--- src/rtl/booth_mult_seq.sv ---
// booth_mult_seq: sequential signed multiplier using radix-4 modified Booth recoding.
// Latency: capture edge E0, WIDTH/2 iteration edges, result and one-cycle ready pulse on the edge after that.
// Backpressure: none; a new ctrl_MULT restarts the unit from any state (an abort when running).
//
// Ports:
//   clock, reset          rising-edge clock, asynchronous active-low reset
//   ctrl_MULT             start pulse, operands sampled on the edge where it is high
//   data_operandA/B       two's complement multiplicand / multiplier
//   data_result           low WIDTH bits of A*B
//   data_exception        signed product does not fit in WIDTH bits
//   data_resultRDY        one-cycle pulse, result/exception valid
//   data_busy             operation in progress
module booth_mult_seq #(
  parameter int  WIDTH = 32,
  localparam int ITER  = WIDTH / 2
) (
  input  logic             clock,
  input  logic             reset,
  input  logic             ctrl_MULT,
  input  logic [WIDTH-1:0] data_operandA,
  input  logic [WIDTH-1:0] data_operandB,
  output logic [WIDTH-1:0] data_result,
  output logic             data_exception,
  output logic             data_resultRDY,
  output logic             data_busy
);

  // Accumulator is WIDTH+2 bits so that +/-2A and the running sum never wrap.
  localparam int AW = WIDTH + 2;
  // Product register: {accumulator, multiplier, guard bit}.
  localparam int PW = AW + WIDTH + 1;
  localparam int CW = (ITER > 1) ? $clog2(ITER) : 1;

  localparam logic [1:0] S_IDLE = 2'd0;
  localparam logic [1:0] S_RUN  = 2'd1;
  localparam logic [1:0] S_DONE = 2'd2;

  logic [1:0]    r_state;
  logic [CW-1:0] r_cnt;
  logic [AW-1:0] r_mcand;
  logic [PW-1:0] r_prod;

  logic [AW-1:0]    w_acc;
  logic [AW-1:0]    w_op;
  logic             w_neg;
  logic [AW-1:0]    w_addend;
  logic [AW-1:0]    w_sum;
  logic [PW-1:0]    w_next;
  logic [PW-1:0]    w_shift;
  logic [WIDTH-1:0] w_lo;
  logic [WIDTH:0]   w_hi;
  logic             w_ovf;

  assign w_acc = r_prod[PW-1:WIDTH+1];

  // Booth digit from the current bit pair plus the bit shifted out last time.
  always_comb begin
    w_op  = '0;
    w_neg = 1'b0;
    case (r_prod[2:0])
      3'b001, 3'b010: w_op = r_mcand;
      3'b011:         w_op = {r_mcand[AW-2:0], 1'b0};
      3'b100: begin
        w_op  = {r_mcand[AW-2:0], 1'b0};
        w_neg = 1'b1;
      end
      3'b101, 3'b110: begin
        w_op  = r_mcand;
        w_neg = 1'b1;
      end
      default: begin
        w_op  = '0;
        w_neg = 1'b0;
      end
    endcase
  end

  // Subtraction as invert plus carry-in; carry out of the top bit is dropped.
  assign w_addend = w_op ^ {AW{w_neg}};
  assign w_sum    = w_acc + w_addend + {{(AW-1){1'b0}}, w_neg};
  assign w_next   = {w_sum, r_prod[WIDTH:0]};
  assign w_shift  = {{2{w_next[PW-1]}}, w_next[PW-1:2]};

  // After all iterations the 2*WIDTH-bit product sits at r_prod[2*WIDTH:1].
  assign w_lo  = r_prod[WIDTH:1];
  assign w_hi  = r_prod[2*WIDTH:WIDTH];
  assign w_ovf = ~((&w_hi) | (~|w_hi));

  always_ff @(posedge clock or negedge reset) begin
    if (!reset) begin
      r_state        <= S_IDLE;
      r_cnt          <= '0;
      r_mcand        <= '0;
      r_prod         <= '0;
      data_result    <= '0;
      data_exception <= 1'b0;
      data_resultRDY <= 1'b0;
      data_busy      <= 1'b0;
    end else begin
      data_resultRDY <= 1'b0;

      // The result leaves DONE on this edge even if a new start arrives with it.
      if (r_state == S_DONE) begin
        data_resultRDY <= 1'b1;
        data_result    <= w_lo;
        data_exception <= w_ovf;
      end

      if (ctrl_MULT) begin
        r_mcand   <= {{2{data_operandA[WIDTH-1]}}, data_operandA};
        r_prod    <= {{AW{1'b0}}, data_operandB, 1'b0};
        r_cnt     <= '0;
        data_busy <= 1'b1;
        r_state   <= S_RUN;
      end else begin
        case (r_state)
          S_IDLE: r_state <= S_IDLE;
          S_RUN: begin
            r_prod <= w_shift;
            r_cnt  <= r_cnt + 1'b1;
            if (r_cnt == CW'(ITER - 1)) begin
              r_state   <= S_DONE;
              data_busy <= 1'b0;
            end
          end
          S_DONE:  r_state <= S_IDLE;
          default: r_state <= S_IDLE;
        endcase
      end
    end
  end

endmodule

--- config.mk ---
export PLATFORM = sky130hd
export DESIGN_NAME = booth_mult_seq
export DESIGN_NICKNAME = d
export VERILOG_FILES = /design/src/rtl/booth_mult_seq.sv
export SDC_FILE = /design/constraint.sdc
export NUM_CORES = 1
export LEC_CHECK = 0
export CELL_PAD_IN_SITES_DETAIL_PLACEMENT = 0
export CELL_PAD_IN_SITES_GLOBAL_PLACEMENT = 2
export CORE_MARGIN = 1
export CORE_UTILIZATION = 36
export CTS_CLUSTER_DIAMETER = 100
export CTS_CLUSTER_SIZE = 12
export DETAILED_ROUTE_END_ITERATION = 7
export PLACE_DENSITY = 0.92
export REMOVE_ABC_BUFFERS = 1
export SYNTH_ARGS = -nofsm -noshare
export SYNTH_HDL_FRONTEND = slang
export SYNTH_SLANG_ARGS = --single-unit
--- constraint.sdc ---
create_clock -name clock -period 4.4 [get_ports clock]
set_input_delay 0.88 -clock clock [delete_from_list [all_inputs] [get_ports clock]]
set_output_delay 0.88 -clock clock [all_outputs]
set_load 0.02 [all_outputs]
Yosys cells after proc, flatten, opt, wreduce, memory -nomap -nowiden:

Index checks and enable logic that the tools add are counted.

* output and inout bits: 35
* bits in registers: 140

* add/subtract/negate cells: 3
* muxes and demuxes: 13
* bitwise logic cells: 3
* equality and inequality tests: 10
* reductions and logical operators: 9

Operator list (number)
* 67-bit two-way mux: 2
* 34-bit case mux with 2 select lines: 1
* 34-bit by 1-bit adder with 34-bit output: 1
* 34-bit adder: 1
* 34-bit bitwise XOR: 1
* 33-bit AND reduction: 1
* 33-bit OR reduction: 1
* 3-bit == test, second input constant: 3
* 4-bit two-way mux: 2
* 3-bit by 2-bit == test with 1-bit output, second input constant: 2
* 2-bit two-way mux: 3
* 1-bit two-way mux: 5
* 4-bit by 1-bit adder with 4-bit output, second input constant: 1
* 4-bit == test, second input constant: 1
* 2-bit nonzero test: 2
* 4-bit OR reduction: 1
* 3-bit by 1-bit == test with 1-bit output, second input constant: 1
* 3-bit inequality test, second input constant: 1
* 3-bit OR reduction: 1
* 2-bit by 1-bit == test with 1-bit output, second input constant: 1
* 2-bit == test, second input constant: 1
* 2-bit AND reduction: 1
* 2-bit OR reduction: 1
* 1-bit logical NOT: 1
* 2 further kinds: 2

Longest topological paths before layout:

* depth in word-level cells: 8
* mapped depth: 17
* gate-level depth less buffers: 15

Worst setup path before layout:

Ideal clock, no wire load.

* path type: reg-to-reg
* start point: reg r_prod[1]
* end point: reg r_prod[63]
* library setup time: 0.130 ns
* setup slack: 0.591 ns
* data required time: 4.270 ns
* arrival: 3.679 ns
* buffers on the path: 1
* cell stages (with the launch flop): 16
* path through: dfrtp_1 -> inv_1 -> ha_1 -> o31ai_4 -> clkbuf_1 -> xor2_1 -> fa_1 -> a21oi_1 -> o21ai_0 -> a21oi_1 -> nand3_1 -> a41oi_2 -> o21ai_2 -> a311oi_1 -> xor2_1 -> o21ai_0

* word-level cells in the longest chain between the ends: 8
* elaborated cells on any way between the ends: 16
* those cells by class: 2 x add/sub; 6 x eq/ne; 4 x mux; 1 x bitwise; 3 x reduce/logical

RTL lines
* start: declaration: line 41 `logic [PW-1:0] r_prod;`
* start signal: assignment: line 111 `r_prod <= {{AW{1'b0}}, data_operandB, 1'b0};`
* start signal: assignment: line 119 `r_prod <= w_shift;`
* 3-bit == test, or another cell as far along: line 60 `case (r_prod[2:0])`
* 4-bit OR reduction (no line), or another cell as far along
* 34-bit case mux with 2 select lines / 1-bit two-way mux (equally long branches): line 60
* 34-bit bitwise XOR: line 79 `assign w_addend = w_op ^ {AW{w_neg}};`
* 34-bit adder: line 80 `assign w_sum = w_acc + w_addend + {{(AW-1){1'b0}}, w_neg};`
* 34-bit by 1-bit adder with 34-bit output *: line 80
* 67-bit two-way mux *: line 116 `case (r_state)`
* 67-bit two-way mux *: line 109 `if (ctrl_MULT) begin`

Every way passes the cells marked *; elsewhere a longest branch is shown, timed or not. The select of a mux whose other input is x is not followed.
A chain may end at the register's enable or synchronous reset.

Final worst setup path:

Same ends and word-level chain as after synthesis.

==> metrics.md <==
| Metric | Value |
|---|---|
| CTS max path bufs | 2 |
| DR pass1 iterations | 4 |
| Cell Area, Placed | 9210 um2 |
| Synthesized area per cell | 9.99 um2 |
| Die ar. | 22600 um2 |
| Type of the worst min-delay path | reg2reg |
| Routability cong. | 0.828 |
| Slew Viols, Final | 0 |
| Pin count of the biggest net entering global routing | 82 |
| Most frequent cell after synthesis | dfrtp_1 |
| Endpoint required time on the critical path | 4690 ps |
| Clk pwr share | 26.3% |
| Post-CTS Setup Repair Bufs | 0 |
| Sequential share of power | 33.5% |
| Reg2reg setup slack | 410 ps |
| Area share of the largest cell type after synthesis | 43.7% |
| Clk sinks | 138 |
| HPWL after DPL | 13600 um |
| Number of fill cells in the layout | 2043 |
| # rows | 53 |
| # Max-Cap Violations | 0 |
| Share of layout cells above drive strength 1 | 12.9% |
| Flops & latches, synth | 138 |
| Cts bufs inserted | 17 |
| Net Sw Power | 1.93 mW |
| Clk Latency, worst-skew pair | 430 ps |
| Total power | 4.99 mW |
| Final setup violation count | 0 |
| Crit path kind | reg2reg |
| Total congestion overflow | 0 |
| Hold slack | 503 ps |
| Die X | 150 um |
| Worst-path clk slew | 60 ps |
| Crit start category | flip-flop |
| Measured slew at the worst slew-check pin | 1020 ps |
| VDD IR max | 0.223 mV |
| Commonest cells post-synth | 138 x dfrtp_1, 105 x nand2_1, 64 x mux2_2 |
| CTS tree | done |
| Vias in the first global route | 6263 |
| Die H | 150 um |
| Global-route wire length before repair | 33000 um |
| Initial core utilization | 37.2% |
| Final Skew | 8.85 ps |
| Largest cells by area after synthesis | dfrtp_1 44%, mux2_2 9.1%, ha_1 5.9% |
| CP endpoint kind | flip-flop |
| Initial DRC count | 302 |
| Number of placed I/O pins | 102 |
| # DRC | 0 |
| Via/cell ratio | 5.29 |
| Final instance area | 9750 um2 |
| Hold bufs inserted after CTS | 0 |
| Minimum clock period | 3990 ps |
| Lkg Pwr | 4.23 nW |
| Area growth, synth to finish | 23.3% |
| Pint | 3.06 mW |
| Area leader, netlist | dfrtp_1 |
| Switching fraction of total power | 38.7% |
| Core area | 21300 um2 |
| EDFF count, synth | 0 |
| H-tree Lvls | 4 |
| Cell count after synthesis | 792 |
| Pwr per Cell Area | 512 nW/um2 |
| Cell Area, Synth | 7910 um2 |
| Comb pwr share | 40.3% |
| Unrepaired setup endpoints after global routing | no |
| Ys async rst share | 100% |
| I/O Buffers | 101 |
| Hold Fails Final Rpt | 0 |
| Post-Route WL | 19900 um |
| Warnings, synthesis | 0 |
| CP max FO | 22 |
| Wire length per cell | 17.1 um |
| ANT cells | 0 |
| Seq/Total Area, Yosys | 43.7% |
| Max frequency | 0.250 GHz |
| Final nets | 984 |
| Sum Neg Setup Slack | 0 ps |
| Crit path DAT | 4290 ps |
| Primary FF master, synth | dfrtp_1 |
| Status | finished clean |
| GRT Overall Usage | 18.8% |
| Post-CTS Resized | 0 |
| Count of cell types in the netlist | 53 |
| Clock Tree Root | clkbuf_16 |
| Final clock period utilization by the worst path | 90.8% |
| Via count | 6166 |
| Antenna violations before repair | 0 |
| Worst rel slew slack | 31.8% |
| Util after Layout | 45.8% |
| Antenna viol nets, final | 0 |
layout make-up:
cell class                      count  area [um2]  area share, %
Timing Repair Buffer              112        1120           11.5
Tap cell                          275         344           3.53
Sequential cell                   138        3450           35.4
Multi-Input combinational cell    599        4250           43.6
Clock buffer                       19         443           4.54
Clock inverter                     12        97.6           1.00
Inverter                           11        41.3          0.424
per-layer routing:
metal / up-vias / track usage, % / wire (um)
li1: 3040 / - / -
met1: 2967 / 23.5 / 9120
met2: 142 / 30.0 / 8970
met3: 17 / 8.06 / 1640
met4: 0 / 4.44 / 176
met5: - / 0 / 0
layout by cell type (no fill, tap or decap), types with 10 or more instances in the layout:
cell / netlist / layout
dfrtp_1: 138 / 138
nand2_1: 105 / 105
clkdlybuf4s50_1: 0 / 99
mux2_2: 64 / 64
o21ai_0: 54 / 54
a21oi_1: 54 / 54
xor2_1: 49 / 49
ha_1: 37 / 37
a22oi_1: 31 / 31
mux2i_1: 30 / 30
nor2_1: 29 / 29
nand3_1: 20 / 20
clkbuf_16: 0 / 17
a21o_1: 16 / 16
nand4_1: 15 / 15
xnor2_1: 12 / 12
inv_1: 11 / 11
o21bai_1: 11 / 11
nor4_1: 11 / 11
buf_4: 0 / 10
cell families (layout without fill, tap and decap cells):
logic type	count (synthesis)	in the layout	share of synthesized area (%)
DFF	138	138	43.7
and+or+nand+nor	209	209	12.0
xor gates and xnor gates	61	61	6.76
adders and majority gates	38	38	6.11
AOI/OAI and AO/OA	196	196	15.6
muxes	95	95	13.1
buffers and inverters	55	154	2.74
power groups by stage:
stage               combinational [mW]  clock (mW)  sequential (mW)
floorplan                         1.51           0             1.61
global placement                  2.00           0             1.69
detailed placement                2.00           0             1.69
CTS                               2.02        1.35             1.67
global route                      2.28        1.41             1.70
finish                            2.01        1.31             1.67
worst max-delay path, stage by stage, from the launching register on:
cell	delay (ps)
dfrtp_1	390
inv_1	120
ha_1	220
mux2_2	490
a22oi_1	160
xor2_1	210
fa_1	450
a21oi_1	220
o21ai_0	170
a21oi_1	230
nand3_1	140
a41oi_2	420
o21ai_2	120
a311oi_1	290
xor2_1	160
o21ai_0	80
sequential cells by signal (all words and copies together) (netlist names):
register / cells
data_exception: 1
r_prod: 65
r_mcand: 32
data_resultRDY: 1
data_busy: 1
r_state: 2
r_cnt: 4
data_result: 32
through the flow:
step / instances / setup slack [ps]
after floorplan: 748 / 44.7
after global placement: 1135 / 542
after detailed placement: 1135 / 399
after global routing: 1166 / 19.5
after CTS: 1166 / 404
final: 1166 / 405
path summary, 6_finish.rpt:
path                            cells after the start                          to                  startpoint
worst min-delay path                                2  data_exception$_DFFE_PN0P_  data_exception$_DFFE_PN0P_
worst max-delay path                               15      r_prod[63]$_DFFE_PN0N_       r_prod[1]$_DFFE_PN0N_
worst min register to register                      2  data_exception$_DFFE_PN0P_  data_exception$_DFFE_PN0P_
min in group asynchronous                           1      r_prod[45]$_DFFE_PN0N_                       reset
worst max register to register                     15      r_prod[63]$_DFFE_PN0N_       r_prod[1]$_DFFE_PN0N_
max in group asynchronous                           2      r_mcand[1]$_DFFE_PN0P_                       reset
Note: power is estimated with default switching activity, not from simulation.
